$ cat src/rtl/hazard_scoreboard_pkg.sv
// Shared types and constants for the decode-stage hazard scoreboard.
package hazard_scoreboard_pkg;

    // Number of in-flight stages tracked: slot0=EXE, slot1=MEM, slot2=WB.
    localparam int SB_DEPTH = 3;

    // Stall counter saturation value.
    localparam logic [15:0] SB_STALL_MAX = 16'hFFFF;

    // One in-flight instruction as seen by the scoreboard.
    typedef struct packed {
        logic       valid;
        logic       wb_en;
        logic       mem_r;
        logic       s;
        logic [3:0] dest;
    } slot_t;

    // One-hot decode of a register index.
    function automatic logic [15:0] reg_onehot(input logic [3:0] r);
        return 16'h0001 << r;
    endfunction

endpackage

$ cat src/rtl/hazard_scoreboard_slot_match.sv
// Per-slot comparator: tells the top whether this slot produces either
// decode source, whether it is a load, whether it will update the flags,
// and which register it is going to write.
module sb_slot_match
    import hazard_scoreboard_pkg::*;
(
    input  slot_t       slot,
    input  logic [3:0]  src1,
    input  logic [3:0]  src2,
    output logic        m1,
    output logic        m2,
    output logic        load,
    output logic        flag,
    output logic [15:0] dest_onehot
);

    logic writes;

    // A slot only counts as a producer if it is real and writes a register.
    always_comb begin
        writes      = slot.valid & slot.wb_en;
        m1          = writes & (slot.dest == src1);
        m2          = writes & (slot.dest == src2);
        load        = slot.valid & slot.mem_r;
        flag        = slot.valid & slot.s;
        dest_onehot = writes ? reg_onehot(slot.dest) : 16'h0000;
    end

endmodule

$ cat src/rtl/hazard_scoreboard.sv
// Decode-side scoreboard: tracks in-flight register/flag writers in
// EXE/MEM/WB, raises the decode stall and counts stall cycles.
module hazard_scoreboard
    import hazard_scoreboard_pkg::*;
#(
    parameter int DEPTH  = SB_DEPTH,
    parameter bit FWD_EN = 1'b0
) (
    input  logic        clk,
    input  logic        rst,
    input  logic        freeze,
    input  logic        flush,
    input  logic        id_valid,
    input  logic [3:0]  id_src1,
    input  logic        id_src1_used,
    input  logic [3:0]  id_src2,
    input  logic        id_two_src,
    input  logic        id_wb_en,
    input  logic        id_mem_r,
    input  logic [3:0]  id_dest,
    input  logic        id_s,
    input  logic        id_uses_sr,
    output logic        hazard,
    output logic        issue,
    output logic [15:0] pending,
    output logic        sr_pending,
    output logic [15:0] stall_count
);

    slot_t              slots [DEPTH];
    logic [DEPTH-1:0]   m1;
    logic [DEPTH-1:0]   m2;
    logic [DEPTH-1:0]   load;
    logic [DEPTH-1:0]   flag;
    logic [DEPTH-1:0]   blocks;
    logic [15:0]        onehot [DEPTH];
    logic               raw;

    genvar k;
    generate
        for (k = 0; k < DEPTH; k++) begin : g_match
            sb_slot_match u_match (
                .slot        (slots[k]),
                .src1        (id_src1),
                .src2        (id_src2),
                .m1          (m1[k]),
                .m2          (m2[k]),
                .load        (load[k]),
                .flag        (flag[k]),
                .dest_onehot (onehot[k])
            );
        end
    endgenerate

    // With forwarding only a load sitting in EXE can still block a consumer;
    // without it every in-flight producer blocks until it retires.
    always_comb begin
        blocks = '0;
        for (int i = 0; i < DEPTH; i++) begin
            if (FWD_EN) begin
                blocks[i] = (i == 0) & load[i];
            end else begin
                blocks[i] = 1'b1;
            end
        end
    end

    // Same-cycle hazard and issue decisions from decode inputs and slots.
    always_comb begin
        pending = '0;
        for (int i = 0; i < DEPTH; i++) begin
            pending = pending | onehot[i];
        end
        sr_pending = |flag;
        raw        = (id_src1_used & |(m1 & blocks)) | (id_two_src & |(m2 & blocks));
        hazard     = rst & id_valid & (raw | (id_uses_sr & sr_pending));
        issue      = rst & id_valid & ~hazard & ~flush & ~freeze;
    end

    // In-flight shift register: advance one stage per unfrozen cycle,
    // loading the issuing instruction or a bubble into EXE.
    always_ff @(posedge clk or negedge rst) begin
        if (!rst) begin
            for (int i = 0; i < DEPTH; i++) begin
                slots[i] <= '0;
            end
        end else if (!freeze) begin
            for (int i = 1; i < DEPTH; i++) begin
                slots[i] <= slots[i-1];
            end
            if (issue) begin
                slots[0] <= '{valid: 1'b1, wb_en: id_wb_en, mem_r: id_mem_r,
                              s: id_s, dest: id_dest};
            end else begin
                slots[0] <= '0;
            end
        end
    end

    // Saturating count of cycles in which decode was actually held back.
    always_ff @(posedge clk or negedge rst) begin
        if (!rst) begin
            stall_count <= '0;
        end else if (!freeze && hazard && (stall_count != SB_STALL_MAX)) begin
            stall_count <= stall_count + 16'd1;
        end
    end

endmodule

$ cat config.mk
export PLATFORM = sky130hd
export DESIGN_NAME = hazard_scoreboard
export DESIGN_NICKNAME = d
export VERILOG_FILES = /design/src/rtl/hazard_scoreboard_pkg.sv /design/src/rtl/hazard_scoreboard_slot_match.sv /design/src/rtl/hazard_scoreboard.sv
export SDC_FILE = /design/constraint.sdc
export NUM_CORES = 1
export LEC_CHECK = 0
export CORE_MARGIN = 8
export CORE_UTILIZATION = 50
export DETAILED_ROUTE_END_ITERATION = 8
export GPL_ROUTABILITY_DRIVEN = 0
export PLACE_DENSITY_LB_ADDON = 0.3
export SYNTH_ARGS = -nofsm -noshare
export SYNTH_HDL_FRONTEND = slang
export SYNTH_SLANG_ARGS = --single-unit
$ cat constraint.sdc
create_clock -name clk -period 2.7 [get_ports clk]
set_clock_uncertainty 0.2 [all_clocks]
set_input_delay 0.405 -clock clk [delete_from_list [all_inputs] [get_ports clk]]
set_output_delay 0.405 -clock clk [all_outputs]
set_load 0.005 [all_outputs]
==> results.json, run 1 <==
{
  "end_kind": "primary output",
  "row_count": 25,
  "grt_usage": 0.1855,
  "die_area_um2": 7263,
  "cts_buffers": 5,
  "dieHeight_um": 85.23,
  "synth.most_common_cell": "dfrtp_1",
  "cp_slowest_stage_delay_ps": 530,
  "cts_buffer_depth": 2,
  "drcViolationCount": 0,
  "syn_avg_cell_area_um2": 9.584,
  "synth_ff_type": "dfrtp_1",
  "status": "finished with violations",
  "first_iter_violations": 129,
  "synth_top_area_cell": "dfrtp_1",
  "synthDistinctLibCells": 38,
  "max_cap_violations": 0,
  "wire_per_inst_um": 17.20,
  "cts_max_level": 2,
  "place_ws_ps": -414.7,
  "vias": 2199,
  "syn-num-nets": 274,
  "drive_gt1_frac": 0.2317,
  "ys_seq_area_frac": 0.3864,
  "crit_type": "primary input to primary output",
  "gr-total-overflow": 0,
  "power.leakage_uw": 0.001554,
  "cp_top_family": "simple AND/OR/NAND/NOR gates",
  "io_buffers": 56,
  "root_buffer": "clkbuf_8",
  "syn_to_final_growth_pct": 37.49,
  "netlist_area_um2": 2396,
  "synth_area_leaders": "dfrtp_1, mux2_2, xor2_1",
  "finalNetCount": 352,
  "die-width_um": 85.23,
  "synth_cells": 250,
  "multi_input_area_um2": 1440,
  "hold_class": "primary input to async pin",
  "yosys_warnings": 0,
  "start_kind": "primary input",
  "fin_crit_sh": 0.9738,
  "worst_slew_pin_slew_ps": 469.6,
  "rsz0062_at_grt": "yes",
  "grt_max_degree": 38,
  "finalWorstSetupSlack_ps": 70.74,
  "stdcell_count": 382,
  "ant_nets": 0,
  "ys_ff_latch": 37,
  "relSlewSlack": 0.6869,
  "grt_pass1_vias": 2137,
  "period_minus_slack_ps": 2629,
  "hold_slack_ps": -6.552,
  "clk_pin_slew_ps": 70,
  "cp_slowest_cell": "clkdlybuf4s50_1",
  "ir_worst_vdd_mv": 0.2995,
  "coreArea_um2": 4661,
  "insertion_delay_ps": 290,
  "first_pass_iters": 4,
  "clock-sinks": 37,
  "violations": "negative hold slack",
  "placed_cells": 372,
  "finalWirelength_mm": 6.572,
  "worstPathCellList": "clkdlybuf4s50_1, nand3_1, nor4_2, nor2_1, nand4_4, nor2b_1, dlygate4sd2_1",
  "dpl.hpwl_mm": 4.860,
  "finish.utilization": 0.7068,
  "synth_top_area_share": 0.3864,
  "grt_antenna_before_repair": 0,
  "grt_pass1_wl_mm": 10.80,
  "cp.arrival_ps": 2020,
  "fin_area_um2": 3294,
  "num_io_pins": 58,
  "synth-edff-count": 0,
  "path_max_fanout": 3,
  "synth_common_cells": "dfrtp_1, nand2_1, xor2_1, nand3_1",
  "final_hold_viol_count": 17,
  "antenna_cells": 0,
  "fillers": 362,
  "report.final.slew_viol_count": 0,
  "powerDensity_nw_per_um2": 351.3,
  "timing.fmax_mhz": 380.3,
  "path_buf_inv": 2,
  "detailed_place.area_um2": 3139,
  "synthArstFlopShare": 1.000,
  "ctsHoldBuffers": 0,
  "cts_tree": "done",
  "via_per_inst": 5.757,
  "seqCellArea_um2": 925.9,
  "cp.required_ps": 2100,
  "setup_viol": 0,
  "initial_core_util": 0.5141
}
-- power breakdown --
part / switching (uW) / total, uW / internal (uW)
logic: 89.7 / 176 / 86.8
registers: 19.8 / 592 / 572
clock network: 187 / 389 / 202
-- final timing paths --
| path | startpoint | endpoint | slack [ps] | depth (start not counted) |
|---|---|---|---|---|
| worst min register to register | stall_count[9] | stall_count[9] | 290 | 1 |
| min in group clk | stall_count[9] | stall_count[9] | 290 | 1 |
| worst max register to register | slots[2] | stall_count[15] | 370 | 9 |
| worst min-delay path | rst | slots[15] | -7 | 2 |
| worst max-delay path | id_two_src | hazard | 70 | 7 |
| max in group asynchronous | rst | stall_count[0] | 1980 | 2 |
-- cell usage in the layout (no fill, tap or decap), types with 6 or more instances in the layout --
cell type / instances
nand4_1: 9
nor2b_1: 7
buf_4: 30
dfrtp_1: 37
dlygate4sd2_1: 9
nand3_1: 19
nand2_1: 34
xor2_1: 20
clkbuf_8: 6
a22o_1: 6
clkdlybuf4s50_1: 44
mux2_2: 17
nor2_1: 9
and3_1: 8
xnor2_1: 17
a22oi_1: 9
-- through the flow --
step / TNS [ps] / power (uW)
finish: 0 / 1157
global route: -76.36 / 1206
CTS: 0 / 1162
detailed placement: -748.6 / 773.4
global placement: -578.6 / 769.1
floorplan: 0 / 681.5
-- timing repair --
item	CTS	global route
resized for setup	16	11
pin swaps	7	2
setup buffers	2	1
endpoints found under the setup margin	13	14
-- flip-flops by register name, indices dropped and copies added, names as in the netlist --
| register | cells |
|---|---|
| stall_count | 16 |
| slots | 21 |
-- cell families (layout without fill, tap and decap cells) --
group                    Yosys count  after routing  synth area share
XOR/XNOR                          37             37            0.1352
flip-flops                        37             37            0.3864
AO/OA/AOI/OAI                     24             24           0.08251
buffers and inverters             17             95           0.03760
AND/OR/NAND/NOR                  117            117            0.2731
multiplexers                      17             17           0.07989
adder cells (fa/ha/maj)            1              1          0.005221
-- metal layers --
layer	up-vias	global-route usage	wire, um
li1	1050	-	-
met3	9	0.05212	486
met1	1052	0.2274	2756
met5	-	0	0
met4	0	0.09061	110
met2	88	0.2912	3218
-- final cells by class --
class	count	share of cell area
flip-flops and latches	37	0.2810
inverters	2	0.002279
clock buffers	7	0.02621
multi-input cells	196	0.4371
well taps	54	0.02051
repair buffers	86	0.2328
(Power assumes the default switching activity.)
==> run 2: changes to the inputs <==
--- a/config.mk
+++ b/config.mk
@@ -9,6 +9,7 @@
 export CORE_UTILIZATION = 50
 export DETAILED_ROUTE_END_ITERATION = 8
 export GPL_ROUTABILITY_DRIVEN = 0
+export GPL_TIMING_DRIVEN = 0
 export PLACE_DENSITY_LB_ADDON = 0.3
 export SYNTH_ARGS = -nofsm -noshare
 export SYNTH_HDL_FRONTEND = slang
==> run 2 against run 1 <==
Net effect:
- the run ends with negative setup slack left
- design area down 1.2%
- setup slack worse by 72 ps
- critical endpoint is now pending[9]
- clock-buffer cell count unchanged
- critical path depth down 2
- sequential share of layout area up 0.33 points
==> results.json, run 2 (same netlist as run 1, synthesis figures left out) <==
{
  "biggestRegsByFlops": "slots (21), stall_count (16)",
  "syn_to_final_growth_pct": 35.87,
  "ant_nets": 0,
  "row_count": 25,
  "ir_worst_vdd_mv": 0.2865,
  "antenna_cells": 0,
  "placed_cells": 360,
  "start_kind": "flip-flop",
  "num_io_pins": 58,
  "grt_pass1_vias": 2252,
  "regMostFlops": "slots",
  "power.leakage_uw": 0.001506,
  "stdcell_count": 376,
  "rsz0062_at_grt": "yes",
  "via_per_inst": 5.795,
  "grt_pass1_wl_mm": 10.47,
  "wire_per_inst_um": 16.90,
  "finalWorstSetupSlack_ps": -0.9153,
  "finish.utilization": 0.6985,
  "gr-usage-met1": 0.2103,
  "worst_slew_pin_slew_ps": 601.5,
  "fin_crit_sh": 1.000,
  "detailed_place.area_um2": 3019,
  "setup_viol": 1,
  "grt_antenna_before_repair": 0,
  "root_buffer": "clkbuf_8",
  "top_usage_layer": "met2",
  "hold_class": "flip-flop to flip-flop",
  "gr-total-overflow": 0,
  "timing.fmax_mhz": 370.2,
  "first_iter_violations": 137,
  "place_ws_ps": -597.4,
  "path_max_fanout": 5,
  "status": "finished with violations",
  "end_kind": "primary output",
  "period_minus_slack_ps": 2701,
  "insertion_delay_ps": 290,
  "cts_buffers": 5,
  "vias": 2179,
  "first_pass_iters": 4,
  "cts_tree": "done",
  "fin_area_um2": 3256,
  "clk_pin_slew_ps": 70,
  "drcViolationCount": 0,
  "dpl.hpwl_mm": 4.595,
  "tns_ps": -0.9153,
  "violations": "negative setup slack",
  "max_cap_violations": 0,
  "clock-sinks": 37,
  "coreArea_um2": 4661,
  "drive_gt1_frac": 0.2143,
  "finalNetCount": 346,
  "met2_usage": 0.2777,
  "cts_buffer_depth": 2,
  "finalWirelength_mm": 6.354,
  "die-width_um": 85.23,
  "cts_max_level": 2,
  "grt_usage": 0.1782,
  "die_area_um2": 7263,
  "relSlewSlack": 0.5990,
  "final_common_cell": "clkdlybuf4s50_1",
  "initial_core_util": 0.5141,
  "io_buffers": 56,
  "cp.required_ps": 2100,
  "most-common-layout-cells": "clkdlybuf4s50_1, dfrtp_1, nand2_1, xor2_1, nand3_1",
  "powerDensity_nw_per_um2": 358.6,
  "largest_reg_flops": 21,
  "dieHeight_um": 85.23,
  "final_hold_viol_count": 0,
  "cp.arrival_ps": 2100,
  "grt_max_degree": 38,
  "report.final.slew_viol_count": 0,
  "met3_usage": 0.05405,
  "crit_type": "flip-flop to primary output"
}
## run 2: cell type report
type                            count  area, um^2
Inverter                            2       7.507
Fill cell                         374        1405
Tap cell                           54       67.56
Buffer                             15       91.34
Timing Repair Buffer               65       620.6
Clock buffer                        7       86.33
Multi-Input combinational cell    196        1456
Sequential cell                    37       925.9
## run 2: metrics by stage
step / hold slack (ps) / power (uW)
3_3_place_gp: 281.3 / 756.4
4_1_cts: 298.1 / 1159
6_report: 298.9 / 1167
2_1_floorplan: -90.59 / 681.5
5_1_grt: 338.2 / 1212
3_5_place_dp: 288.7 / 760.8
## run 2: worst paths after layout
path / depth (start not counted) / slack, ps / end / start
hold / removal: 1 / 300 / stall_count[9] / stall_count[9]
max in group asynchronous: 3 / 1690 / slots[22] / rst
setup reg to reg: 9 / 420 / stall_count[1] / slots[11]
hold reg to reg: 1 / 300 / stall_count[9] / stall_count[9]
setup / recovery: 5 / -0.9 / pending[9] / slots[23]
min in group asynchronous: 3 / 420 / slots[3] / rst
## run 2: routing by layer
metal	vias to the layer above	wire length, um
li1	1028	-
met4	0	167
met2	99	3038
met5	-	0
met3	17	485
met1	1035	2661
## run 2: critical path: stages (launching register included)
cell and delay, ps:
dfrtp_1 390, nand2_1 130, nor3b_1 500, a22oi_1 190, nand2_1 100, clkdlybuf4s50_1 500
## run 2: report_power, final
group	leakage, uW	internal (uW)	switching (uW)
Sequential	0.000511	572	11.7
Clock	0.0000443	203	196
Combinational	0.000950	86.4	98.7
Total	0.00151	861	307
## run 2: timing repair
action | in CTS | in global routing
cloned | 0 | 0
buffers inserted | 6 | 1
pin swaps | 7 | 6
endpoints found under the hold margin | 37 | 0
endpoints found under the setup margin | 8 | 14
gates resized for setup | 18 | 17
hold buffers | 2 | 0
==> variant, RTL diff (config.mk and constraints of run 2) <==
`FWD_EN`: 1'b0 -> 1'b1.
--- a/src/rtl/hazard_scoreboard.sv
+++ b/src/rtl/hazard_scoreboard.sv
@@ -4,7 +4,7 @@
     import hazard_scoreboard_pkg::*;
 #(
     parameter int DEPTH  = SB_DEPTH,
-    parameter bit FWD_EN = 1'b0
+    parameter bit FWD_EN = 1'b1
 ) (
     input  logic        clk,
     input  logic        rst,
Behaviour: not the same (Yosys sat finds a counterexample within 4 cycles, from zero or initial values and one cycle with rst low).
==> variant against run 2 <==
The run still ends with setup timing left. Routed wire length down 5.6%. Power up 5.3%. Sequential share of layout area increased by 2.7 points. Final area is 6.1% lower. Sequential power rose by 4.3%. Sequential cell count increased by 1. Register-to-register slack worse by 220 ps. Clock power increased by 22%. Die area fell by 7.4%. Area after synthesis fell by 9.0%. Non-clock buffer count shrank 6. Worst setup slack got worse by 67 ps. Critical path depth up 1. Critical path type unchanged.
==> variant: results (changes against run 2) <==
* Endpoints failing setup at 1 (unchanged)
* Leak at 0.00145 uW (was 0.00151 uW)
* Yosys warns at 0 (unchanged)
* Sum Neg Setup Slack at -68.2 ps (was -0.915 ps)
* Main synth FF type: dfrtp_1 (unchanged)
* Arrival time worst endpoint at 2160 ps (was 2100 ps)
* Worst-Margin Slew at 532 ps (was 602 ps)
* Share of layout cells above drive strength 1 at 19.7% (was 21.4%)
* Nets at 312 (was 346)
* Detailed placement HPWL at 4160 um (was 4600 um)
* Syn_nets at 242 (was 274)
* DRT iter0 DRCs at 242 (was 137)
* N_diodes at 0 (unchanged)
* Sequential fraction of the synthesis area at 43.6% (was 38.6%)
* Top cells by area, synth: dfrtp_1 (44%), mux2_2 (8.3%), xor2_1 (7.2%) (was dfrtp_1 (39%), mux2_2 (8.0%), xor2_1 (7.3%))
* CP max stage cell: dfrtp_1 (was nor3b_1)
* Via density at 5.82 (was 5.80)
* Post-Place Cell Area at 2800 um2 (was 3020 um2)
* Mean Syn Cell Area at 10.0 um2 (was 9.58 um2)
* Initial antenna violation count at 0 (unchanged)
* Vias in the first global route at 1898 (was 2252)
* Outcome: complete, but fails checks (unchanged)
* Setup ws final at -68.2 ps (was -0.915 ps)
* Clock slew seen by the registers of the worst setup and hold paths at roughly 80 ps
* Drt wl/cell at 17.6 um (was 16.9 um)
* Total CTS buffers at 5 (unchanged)
* Psw at 295 uW (was 307 uW)
* GRT Residual Overflow at 0 (unchanged)
* Skew-Pair Late Insertion Delay at approximately 300 ps
* Post-Route WL at 6000 um (was 6350 um)
* Inst Count DP at 326 (was 360)
* Commonest cells post-synth: dfrtp_1 (38), nand2_1 (32), nand3_1 (22), xor2_1 (18), mux2_2 (16) (was dfrtp_1 (37), nand2_1 (34), xor2_1 (20), nand3_1 (19))
* CTS root buf: clkbuf_8 (unchanged)
* Top delay family on crit path: compound AO/OA/AOI/OAI gates (was simple AND/OR/NAND/NOR gates)
* GRT Overall Usage at 18.0% (was 17.8%)
* Yosys cell types at 31 (was 38)
* Slowest stage delay, CP at 410 ps (was 500 ps)
* Peak VDD IR at 0.000351 V (was 0.000287 V)
* DR pass1 iterations at 4 (unchanged)
* H-tree Lvls at 2 (unchanged)
* Failing checks: setup timing (unchanged)
* HP Class: flip-flop to flip-flop (unchanged)
* Biggest regs: slots (22), stall_count (16) (was slots (21), stall_count (16))
* Bufs on Longest Clock Path at 2 (unchanged)
* Maximum fanout along the worst path at 4 (was 5)
* First-pass GRT wire length at 9360 um (was 10500 um)
* Largest net degree at the start of global routing at 40 (was 38)
* Async S/R FF share, synth at 100% (unchanged)
* Port Buf Inserts at 56 (unchanged)
* Pre-CTS WS at -693 ps (was -597 ps)
## variant: cell types whose count changed after synthesis, sizes merged, moves of 3 or more
cell and change:
and3 -8, buf -6, nand3 +3, nand4 -7
nor2 -5, nor3 +5, nor4 +3, xnor2 -13
## variant: through the flow
| stage | util [%] | hold WS [ps] |
|---|---|---|
| floorplan | - | -90.6 |
| global placement | 65.8 | 280 |
| detailed placement | 65.7 | 290 |
| CTS | 69.1 | 51.3 |
| global route | 71.7 | 331 |
| finish | 71.7 | 295 |
## variant: timing repair
action | 4_1_cts | 5_1_grt
setup endpoints to repair | 6 | 23
hold buffers | 0 | 2
setup buffers | 3 | 3
endpoints found under the hold margin | 0 | 38
resized for setup | 9 | 17
pin swaps | 4 | 9
## variant: cell type report
cell class | instances | area [um2]
buffer | 10 | 66.3
clock buffer | 6 | 72.6
clock inverter | 2 | 37.5
fill | 328 | 1210
inverter | 2 | 7.51
multi-input combinational | 167 | 1220
sequential | 38 | 951
tap | 52 | 65.1
timing repair buffer | 64 | 633
## variant: routing by layer
layer	track usage, %	vias to the layer above	wire length (um)
met5	0	-	0
met4	5.26	0	68
met3	4.49	8	470
met2	26.8	80	2660
met1	25.2	957	2800
li1	-	941	-
## variant: power groups by stage
stage               clock [uW]  sequential (uW)  combinational (uW)
floorplan                    0              611                58.7
global placement             0              615                 120
detailed placement           0              616                 122
CTS                        491              605                 127
global route               514              609                 147
finish                     486              608                 135
## variant: final timing paths
kind / slack (ps) / cells after the start / start / to
min: 300 / 1 / stall_count[10]$_DFFE_PN0P_ / stall_count[10]$_DFFE_PN0P_
min in group asynchronous: 450 / 3 / rst / stall_count[13]$_DFFE_PN0P_
max reg2reg: 200 / 9 / slots[17]$_DFFE_PN0N_ / stall_count[9]$_DFFE_PN0P_
min reg2reg: 300 / 1 / stall_count[10]$_DFFE_PN0P_ / stall_count[10]$_DFFE_PN0P_
max: -70 / 6 / slots[15]$_DFFE_PN0N_ / issue
max in group asynchronous: 1640 / 3 / rst / stall_count[12]$_DFFE_PN0P_
## variant: logic make-up after synthesis
logic type,synth area share (%)
simple gates,25.9
flops,43.6
compound gates,9.36
xor+xnor,8.84
mux,8.27
buf+inv,3.44
fa+ha+maj,0.574
